## src/rtl/uart_tx_buffered.sv

```systemverilog
// Buffered UART transmitter: byte FIFO with a valid/ready write port feeding a
// tick-driven serialiser (start, 8 data bits LSB first, optional parity, 1-2 stop bits).
module uart_tx_buffered #(
  parameter int unsigned DEPTH      = 8,
  parameter int unsigned OVERSAMPLE = 16,
  parameter int unsigned PARITY_EN  = 0,
  parameter int unsigned PARITY_ODD = 0,
  parameter int unsigned STOP_BITS  = 1
) (
  input  logic                     clk_i,
  input  logic                     rst_ni,
  input  logic                     s_tick_i,
  input  logic                     in_valid_i,
  input  logic [7:0]               in_data_i,
  output logic                     in_ready_o,
  output logic                     tx_pin_o,
  output logic                     busy_o,
  output logic [$clog2(DEPTH):0]   fifo_count_o
);

  localparam int unsigned AW = $clog2(DEPTH);
  localparam int unsigned CW = AW + 1;
  localparam int unsigned SW = $clog2(OVERSAMPLE * 2);

  localparam logic [SW-1:0] BitLast  = SW'(OVERSAMPLE - 1);
  localparam logic [SW-1:0] StopLast = SW'(OVERSAMPLE * STOP_BITS - 1);
  localparam logic [CW-1:0] CountFull = CW'(DEPTH);

  typedef enum logic [2:0] {StIdle, StStart, StData, StParity, StStop} state_e;

  state_e        state_q, state_d;
  logic [SW-1:0] s_cnt_q, s_cnt_d;
  logic [2:0]    b_cnt_q, b_cnt_d;
  logic [7:0]    shift_q, shift_d;
  logic          tx_q, tx_d;
  logic [AW-1:0] wr_ptr_q, wr_ptr_d, rd_ptr_q, rd_ptr_d;
  logic [CW-1:0] count_q, count_d;
  logic [7:0]    mem_q [DEPTH];
  logic          push, pop;

  // Ready looks only at the registered count, so a pop at full cannot admit a write.
  assign in_ready_o   = (count_q != CountFull);
  assign push         = in_valid_i && in_ready_o;
  assign tx_pin_o     = tx_q;
  assign busy_o       = (state_q != StIdle);
  assign fifo_count_o = count_q;

  always_comb begin
    wr_ptr_d = push ? wr_ptr_q + AW'(1) : wr_ptr_q;
    rd_ptr_d = pop  ? rd_ptr_q + AW'(1) : rd_ptr_q;
    count_d  = count_q + CW'(push) - CW'(pop);
  end

  always_comb begin
    state_d = state_q;
    s_cnt_d = s_cnt_q;
    b_cnt_d = b_cnt_q;
    shift_d = shift_q;
    tx_d    = tx_q;
    pop     = 1'b0;
    unique case (state_q)
      StIdle: begin
        tx_d = 1'b1;
        if (count_q != '0) begin
          pop     = 1'b1;
          shift_d = mem_q[rd_ptr_q];
          s_cnt_d = '0;
          tx_d    = 1'b0;
          state_d = StStart;
        end
      end
      StStart: begin
        if (s_tick_i) begin
          if (s_cnt_q == BitLast) begin
            s_cnt_d = '0;
            b_cnt_d = '0;
            tx_d    = shift_q[0];
            state_d = StData;
          end else begin
            s_cnt_d = s_cnt_q + SW'(1);
          end
        end
      end
      StData: begin
        if (s_tick_i) begin
          if (s_cnt_q == BitLast) begin
            s_cnt_d = '0;
            if (b_cnt_q == 3'd7) begin
              if (PARITY_EN != 0) begin
                tx_d    = (^shift_q) ^ 1'(PARITY_ODD);
                state_d = StParity;
              end else begin
                tx_d    = 1'b1;
                state_d = StStop;
              end
            end else begin
              b_cnt_d = b_cnt_q + 3'd1;
              tx_d    = shift_q[b_cnt_q + 3'd1];
            end
          end else begin
            s_cnt_d = s_cnt_q + SW'(1);
          end
        end
      end
      StParity: begin
        if (s_tick_i) begin
          if (s_cnt_q == BitLast) begin
            s_cnt_d = '0;
            tx_d    = 1'b1;
            state_d = StStop;
          end else begin
            s_cnt_d = s_cnt_q + SW'(1);
          end
        end
      end
      StStop: begin
        if (s_tick_i) begin
          if (s_cnt_q == StopLast) begin
            s_cnt_d = '0;
            // Chain straight into the next start bit when more data is queued.
            if (count_q != '0) begin
              pop     = 1'b1;
              shift_d = mem_q[rd_ptr_q];
              tx_d    = 1'b0;
              state_d = StStart;
            end else begin
              state_d = StIdle;
            end
          end else begin
            s_cnt_d = s_cnt_q + SW'(1);
          end
        end
      end
      default: state_d = StIdle;
    endcase
  end

  always_ff @(posedge clk_i or negedge rst_ni) begin
    if (!rst_ni) begin
      state_q  <= StIdle;
      s_cnt_q  <= '0;
      b_cnt_q  <= '0;
      shift_q  <= '0;
      tx_q     <= 1'b1;
      wr_ptr_q <= '0;
      rd_ptr_q <= '0;
      count_q  <= '0;
    end else begin
      state_q  <= state_d;
      s_cnt_q  <= s_cnt_d;
      b_cnt_q  <= b_cnt_d;
      shift_q  <= shift_d;
      tx_q     <= tx_d;
      wr_ptr_q <= wr_ptr_d;
      rd_ptr_q <= rd_ptr_d;
      count_q  <= count_d;
    end
  end

  always_ff @(posedge clk_i) begin
    if (push) begin
      mem_q[wr_ptr_q] <= in_data_i;
    end
  end

endmodule
```

## config.mk

```make
export PLATFORM = sky130hd
export DESIGN_NAME = uart_tx_buffered
export DESIGN_NICKNAME = d
export VERILOG_FILES = /design/src/rtl/uart_tx_buffered.sv
export SDC_FILE = /design/constraint.sdc
export NUM_CORES = 1
export LEC_CHECK = 0
export CORE_MARGIN = 4
export CORE_UTILIZATION = 50
export CTS_BUF_LIST = sky130_fd_sc_hd__clkbuf_8 sky130_fd_sc_hd__clkbuf_16
export DETAILED_ROUTE_END_ITERATION = 8
export DONT_BUFFER_PORTS = 1
export MAX_ROUTING_LAYER = met4
export PLACE_DENSITY = 0.65
export REMOVE_ABC_BUFFERS = 1
export SYNTH_ARGS = -nofsm -noshare
export SYNTH_HDL_FRONTEND = slang
export SYNTH_SLANG_ARGS = --single-unit
```

## constraint.sdc

```tcl
create_clock -name clk_i -period 4.2 [get_ports clk_i]
set_input_delay 0.84 -clock clk_i [delete_from_list [all_inputs] [get_ports clk_i]]
set_output_delay 0.84 -clock clk_i [all_outputs]
set_load 0.01 [all_outputs]
```

Word-level counts from Yosys, hierarchy flattened

Memory sizes are Yosys's and may differ from the RTL's.
Index checks and enable logic that the tools add are counted.

Register bits: 30
Bits in writable memories: 64
Input bits: 12
Output and inout port bits: 7
Word-level logic and storage cells: 96
Memories kept: 1

Memories:

| memory | words | width | read ports | clocked after Yosys merged registers in | write ports | line | RTL |
|---|---|---|---|---|---|---|---|
| mem_q  | 8     | 8     | 1          | 0                                       | 1           | 38   | `logic [7:0] mem_q [DEPTH];` |

Add/sub/neg operators: 6
Order comparisons: 1
Equality and inequality tests: 20
Mux-type cells: 46
Reduce and logical (&&, ||, !) cells: 14

Operators by type and width:

| cell                                                                  | count |
|---|---|
| 3-bit two-way mux                                                     | 15 |
| 8-bit two-way mux                                                     | 3 |
| 2-bit inequality test, second input constant                          | 12 |
| 10-bit AND reduction                                                  | 2 |
| 1-bit two-way mux                                                     | 18 |
| 8-bit case mux with 2 select lines                                    | 1 |
| 5-bit two-way mux                                                     | 3 |
| 3-bit case mux with 5 select lines                                    | 1 |
| 5-bit case mux with 2 select lines                                    | 1 |
| 3-bit by 1-bit adder with 3-bit output, second input constant         | 3 |
| 3-bit by 2-bit equality test with 1-bit output, second input constant | 2 |
| 3-bit equality test, second input constant                            | 2 |
| 3-bit case mux with 2 select lines                                    | 1 |
| 3-bit AND reduction                                                   | 2 |
| 6-bit AND reduction                                                   | 1 |
| 2-bit nonzero test                                                    | 3 |
| 5-bit by 1-bit adder with 5-bit output, second input constant         | 1 |
| 5-bit by 4-bit equality test with 1-bit output, second input constant | 1 |
| 1-bit case mux with 5 select lines                                    | 1 |
| 5-bit nonzero test                                                    | 1 |
| 4-bit by 1-bit adder with 4-bit output                                | 1 |
| 3-bit by 4-bit < comparator with 1-bit output, second input constant  | 1 |
| 4-bit inequality test, second input constant                          | 1 |
| 4-bit nonzero test                                                    | 1 |
| other kinds (9)                                                       | 9 |

Logic depth before layout (Yosys ltp)

Depth after elaboration: 7
Depth in mapped cells: 13
Gate-level depth less buffers: 12

Worst setup path after synthesis

No wires, ideal clock.

Path type: input to register
Start: input port s_tick_i
End: register count_q[2] (netlist: fifo_count_o[2])
Library setup time: 0.123 ns
Data arrival time: 2.597 ns
Data required time: 4.077 ns
Path slack: 1.480 ns
Stages: 11
Path buffers: 2
Cells stage by stage: clkbuf_1 > nand2_1 > a21o_1 > buf_2 > inv_1 > ha_1 > inv_1 > ha_1 > inv_1 > fa_1 > xnor2_1

Cells in the longest elaborated chain, start to end: 3

Ends and longest elaborated chain:

| what                                        | line | RTL |
|---|---|---|
| start, declared                             | 12   | `input logic s_tick_i,` |
| 1-bit two-way mux                           | 117  | `if (s_tick_i) begin` |
| 1-bit case mux with 2 select lines          | 61   | `unique case (state_q)` |
| via pop                                     | 39   | `logic push, pop;` |
| 4-bit by 1-bit subtractor with 4-bit output | 51   | `count_d = count_q + CW'(push) - CW'(pop);` |
| via count_d[2]                              | 37   | `logic [CW-1:0] count_q, count_d;` |
| end signal, assigned                        | 156  | `count_q <= count_d;` |
| end, declared                               | 37   |  |

The timed path passes the listed nets, and every way through them passes these cells.
A chain may end at the register's enable or synchronous reset.

Final worst setup path

Start: register count_q[2] (netlist: fifo_count_o[2])
End: register count_q[2] (netlist: fifo_count_o[2])

Cells in the longest elaborated chain, start to end: 6
Elaborated cells on any way between the ends: 9
Those cells by class: add/sub: 2; eq/ne: 1; mux: 4; reduce/logical: 2

Ends and longest elaborated chain:

| what                                            | line    | RTL |
|---|---|---|
| 4-bit nonzero test (*)                          | 64, 121 |  |
| 1-bit two-way mux (*)                           | 64, 121 |  |
| 1-bit two-way mux                               | 118     | `if (s_cnt_q == StopLast) begin` |
| 1-bit two-way mux                               | 117     |  |
| 1-bit case mux with 2 select lines (*)          | 61      |  |
| via pop                                         | 39      |  |
| 4-bit by 1-bit subtractor with 4-bit output (*) | 51      |  |
| via count_d[2]                                  | 37      |  |

The timed path passes the listed nets; every way through them passes the cells marked *.

==> run summary <==
Root Driver - clkbuf_8
P_sw - 0.888 mW
Post-CTS Repair Setup Buffers - 0
final non-filler cell area - 0.00443 sq mm
Synth top area share - 46.0%
register area share after synthesis - 64.1%
reg-to-reg critical path endpoint - fifo_count_o[2]$_DFF_PN0_
kind of critical path - flip-flop to flip-flop
most common cell after layout, fill and taps aside - edfxtp_1
fin crit period - 2.96 ns
Setup WS post-layout - 1.24 ns
num rows - 33
Starting Density - 51.1%
worst-path fanout max - 11
WL per Instance - 18.2 um
PD cells - 631 mW/mm^2
Clock Skew - 0.00987 ns
met3 track demand over resource - 3.58%
# setup viols final - 0
Die Y-Extent - 99.4 um
syn avg cell area - 16.3 sq um
Die ar. - 0.00987 sq mm
total number of vias - 2053
Leak - 1.66 nW
core area - 0.00818 sq mm
post-route ant nets - 0
DR pass1 iterations - 4
synth top area cells - edfxtp_1, dfrtp_1, mux4_1, mux2_2, ha_1
fmax - 0.338 GHz
CP Launch Type - flip-flop
via/cell ratio - 5.56
CTS clk-pin slew, worst paths - 0.10 ns
layout cells sized above 1 - 19.3%
Post-synth EDFFs - 64
H-tree Lvls - 3
CTS Buffer Depth - 2
largest net degree at the start of global routing - 31
Tcrit/Tclk final - 70.4%
Total Power - 2.79 mW
GRT busiest layer - met2
CTS buffer count - 9
Gates resized, CTS repair - 0
initial antenna violation count - 0
Final Hold Fails - 0
clock share of power - 19.9%
part of the power in registers - 52.1%
Area after DPL - 0.00425 sq mm
Routability Congestion - 0.814
GR Util met1 - 19.4%
max_slew headroom - 36.8%
worst hold-check path type - primary input to asynchronous set/reset pin
Die Wd - 99.4 um
async set or reset register ratio after synthesis - 31.9%
Synth warnings - 0
# hold bufs at CTS - 0
status - finished clean
antenna cells - 0
Synth cell types - 44
Ports - 19
Worst VDD drop - 0.302 mV
synth-to-layout area growth - 6.09%
Max-cap violations - 0
sw frac - 31.8%
area of the mapped netlist - 0.00417 sq mm
fillers - 646
RSZ-0062 raised after global routing - false
Primary FF master, synth - edfxtp_1
setup_tns - 0 ns
pre-CTS WS - 1.22 ns
R2R Setup Slk - 1.24 ns
Power Internal - 1.90 mW
NumNets Final - 283
fin util - 54.2%
vias in the first global route - 2152
CTS tree - yes
Initial DRC Count - 69
# DRC - 0
r2r worst-path depth - 12
worst slew pin tran - 0.948 ns
global route total overflow - 0
RR Startpoint - fifo_count_o[2]$_DFF_PN0_
CP required - 4.45 ns
Synth area leader - edfxtp_1
# port buffers - 0
Setup crit end kind - flip-flop
Synth Register Bits - 94
Cells after Synth - 256
most frequent cells in the layout - edfxtp_1, dfrtp_1, mux2_2
Final Slew Violations - 0
Logic pwr share - 28.0%
GRT Util Overall - 15.2%
Arr. time, crit path - 3.20 ns
# clock sinks - 94
dpl hpwl - 4.49 mm
GR Util met2 - 24.0%
clk_lat worst skew - 0.36 ns
first-pass GRT wire length - 11.1 mm
Total Routed Length - 6.73 mm
routing by layer:
metal / vias up / part of all wire, %
met5: - / 0
met4: 0 / 1.8
met3: 11 / 3.0
met2: 25 / 51
met1: 1022 / 44
li1: 995 / -
flip-flops by register name (all words and copies together) (netlist names):
signal and cells:
mem_q 64, shift_q 8, s_cnt_q 5, fifo_count_o 4, b_cnt_q 3, rd_ptr_q 3
state_q 3, wr_ptr_q 3, tx_pin_o 1
worst max-delay path, stage by stage (launching register included):
cell,delay [ns]
dfrtp_1,0.42
inv_1,0.12
ha_1,0.15
or3b_2,0.47
nand2_1,0.18
a21o_1,0.38
inv_1,0.09
ha_1,0.28
inv_1,0.05
ha_1,0.15
inv_1,0.05
fa_1,0.37
xnor2_1,0.13
synth_stat cells (all sizes together) (6+ instances only):
master  count
edfxtp     64
dfrtp      29
mux2       23
mux4       17
inv        15
nand2      12
ha         11
nor2       10
a21oi       7
buf         6
nand2b      6
nor3        6
power by group through the flow:
| stage | Sequential (mW) | Combinational (mW) | Clock [mW] |
|---|---|---|---|
| final | 1.46 | 0.783 | 0.555 |
| after CTS | 1.46 | 0.797 | 0.571 |
| after floorplan | 1.40 | 0.649 | 0 |
| after global placement | 1.48 | 0.779 | 0 |
| after global routing | 1.49 | 0.876 | 0.615 |
| after detailed placement | 1.48 | 0.792 | 0 |
kinds of logic after synthesis:
| family | share of synthesized area, % |
|---|---|
| AND/OR/NAND/NOR | 6.27 |
| AO/OA/AOI/OAI | 4.08 |
| adder cells (fa/ha/maj) | 3.78 |
| buffers and inverters | 3.06 |
| XOR/XNOR | 1.26 |
| flip-flops | 64.1 |
| multiplexers | 17.5 |
through the flow:
stage          hold slack (ns)  cells
2_1_floorplan            0.474    246
3_3_place_gp             0.488    353
3_5_place_dp             0.496    353
4_1_cts                  0.142    369
5_1_grt                  0.136    369
6_report                 0.165    369
cell type report:
class | count | area, sq um | share of cell area, %
inverters | 15 | 56.3 | 1.27
flip-flops and latches | 94 | 2670 | 60.4
clock inverters | 7 | 55.1 | 1.24
well taps | 105 | 131 | 2.97
clock buffers | 9 | 124 | 2.80
multi-input cells | 137 | 1370 | 31.0
repair buffers | 2 | 15.0 | 0.339
how the worst max path moves through the flow:
stage	end	start	cells past startpoint
floorplan	fifo_count_o[2]$_DFF_PN0_	fifo_count_o[2]$_DFF_PN0_	12
global placement	fifo_count_o[2]$_DFF_PN0_	fifo_count_o[2]$_DFF_PN0_	12
detailed placement	fifo_count_o[2]$_DFF_PN0_	fifo_count_o[2]$_DFF_PN0_	12
CTS	fifo_count_o[2]$_DFF_PN0_	fifo_count_o[2]$_DFF_PN0_	12
global route	fifo_count_o[2]$_DFF_PN0_	fifo_count_o[2]$_DFF_PN0_	12
finish	fifo_count_o[2]$_DFF_PN0_	fifo_count_o[2]$_DFF_PN0_	12
Power figures use the tool's default switching activity.
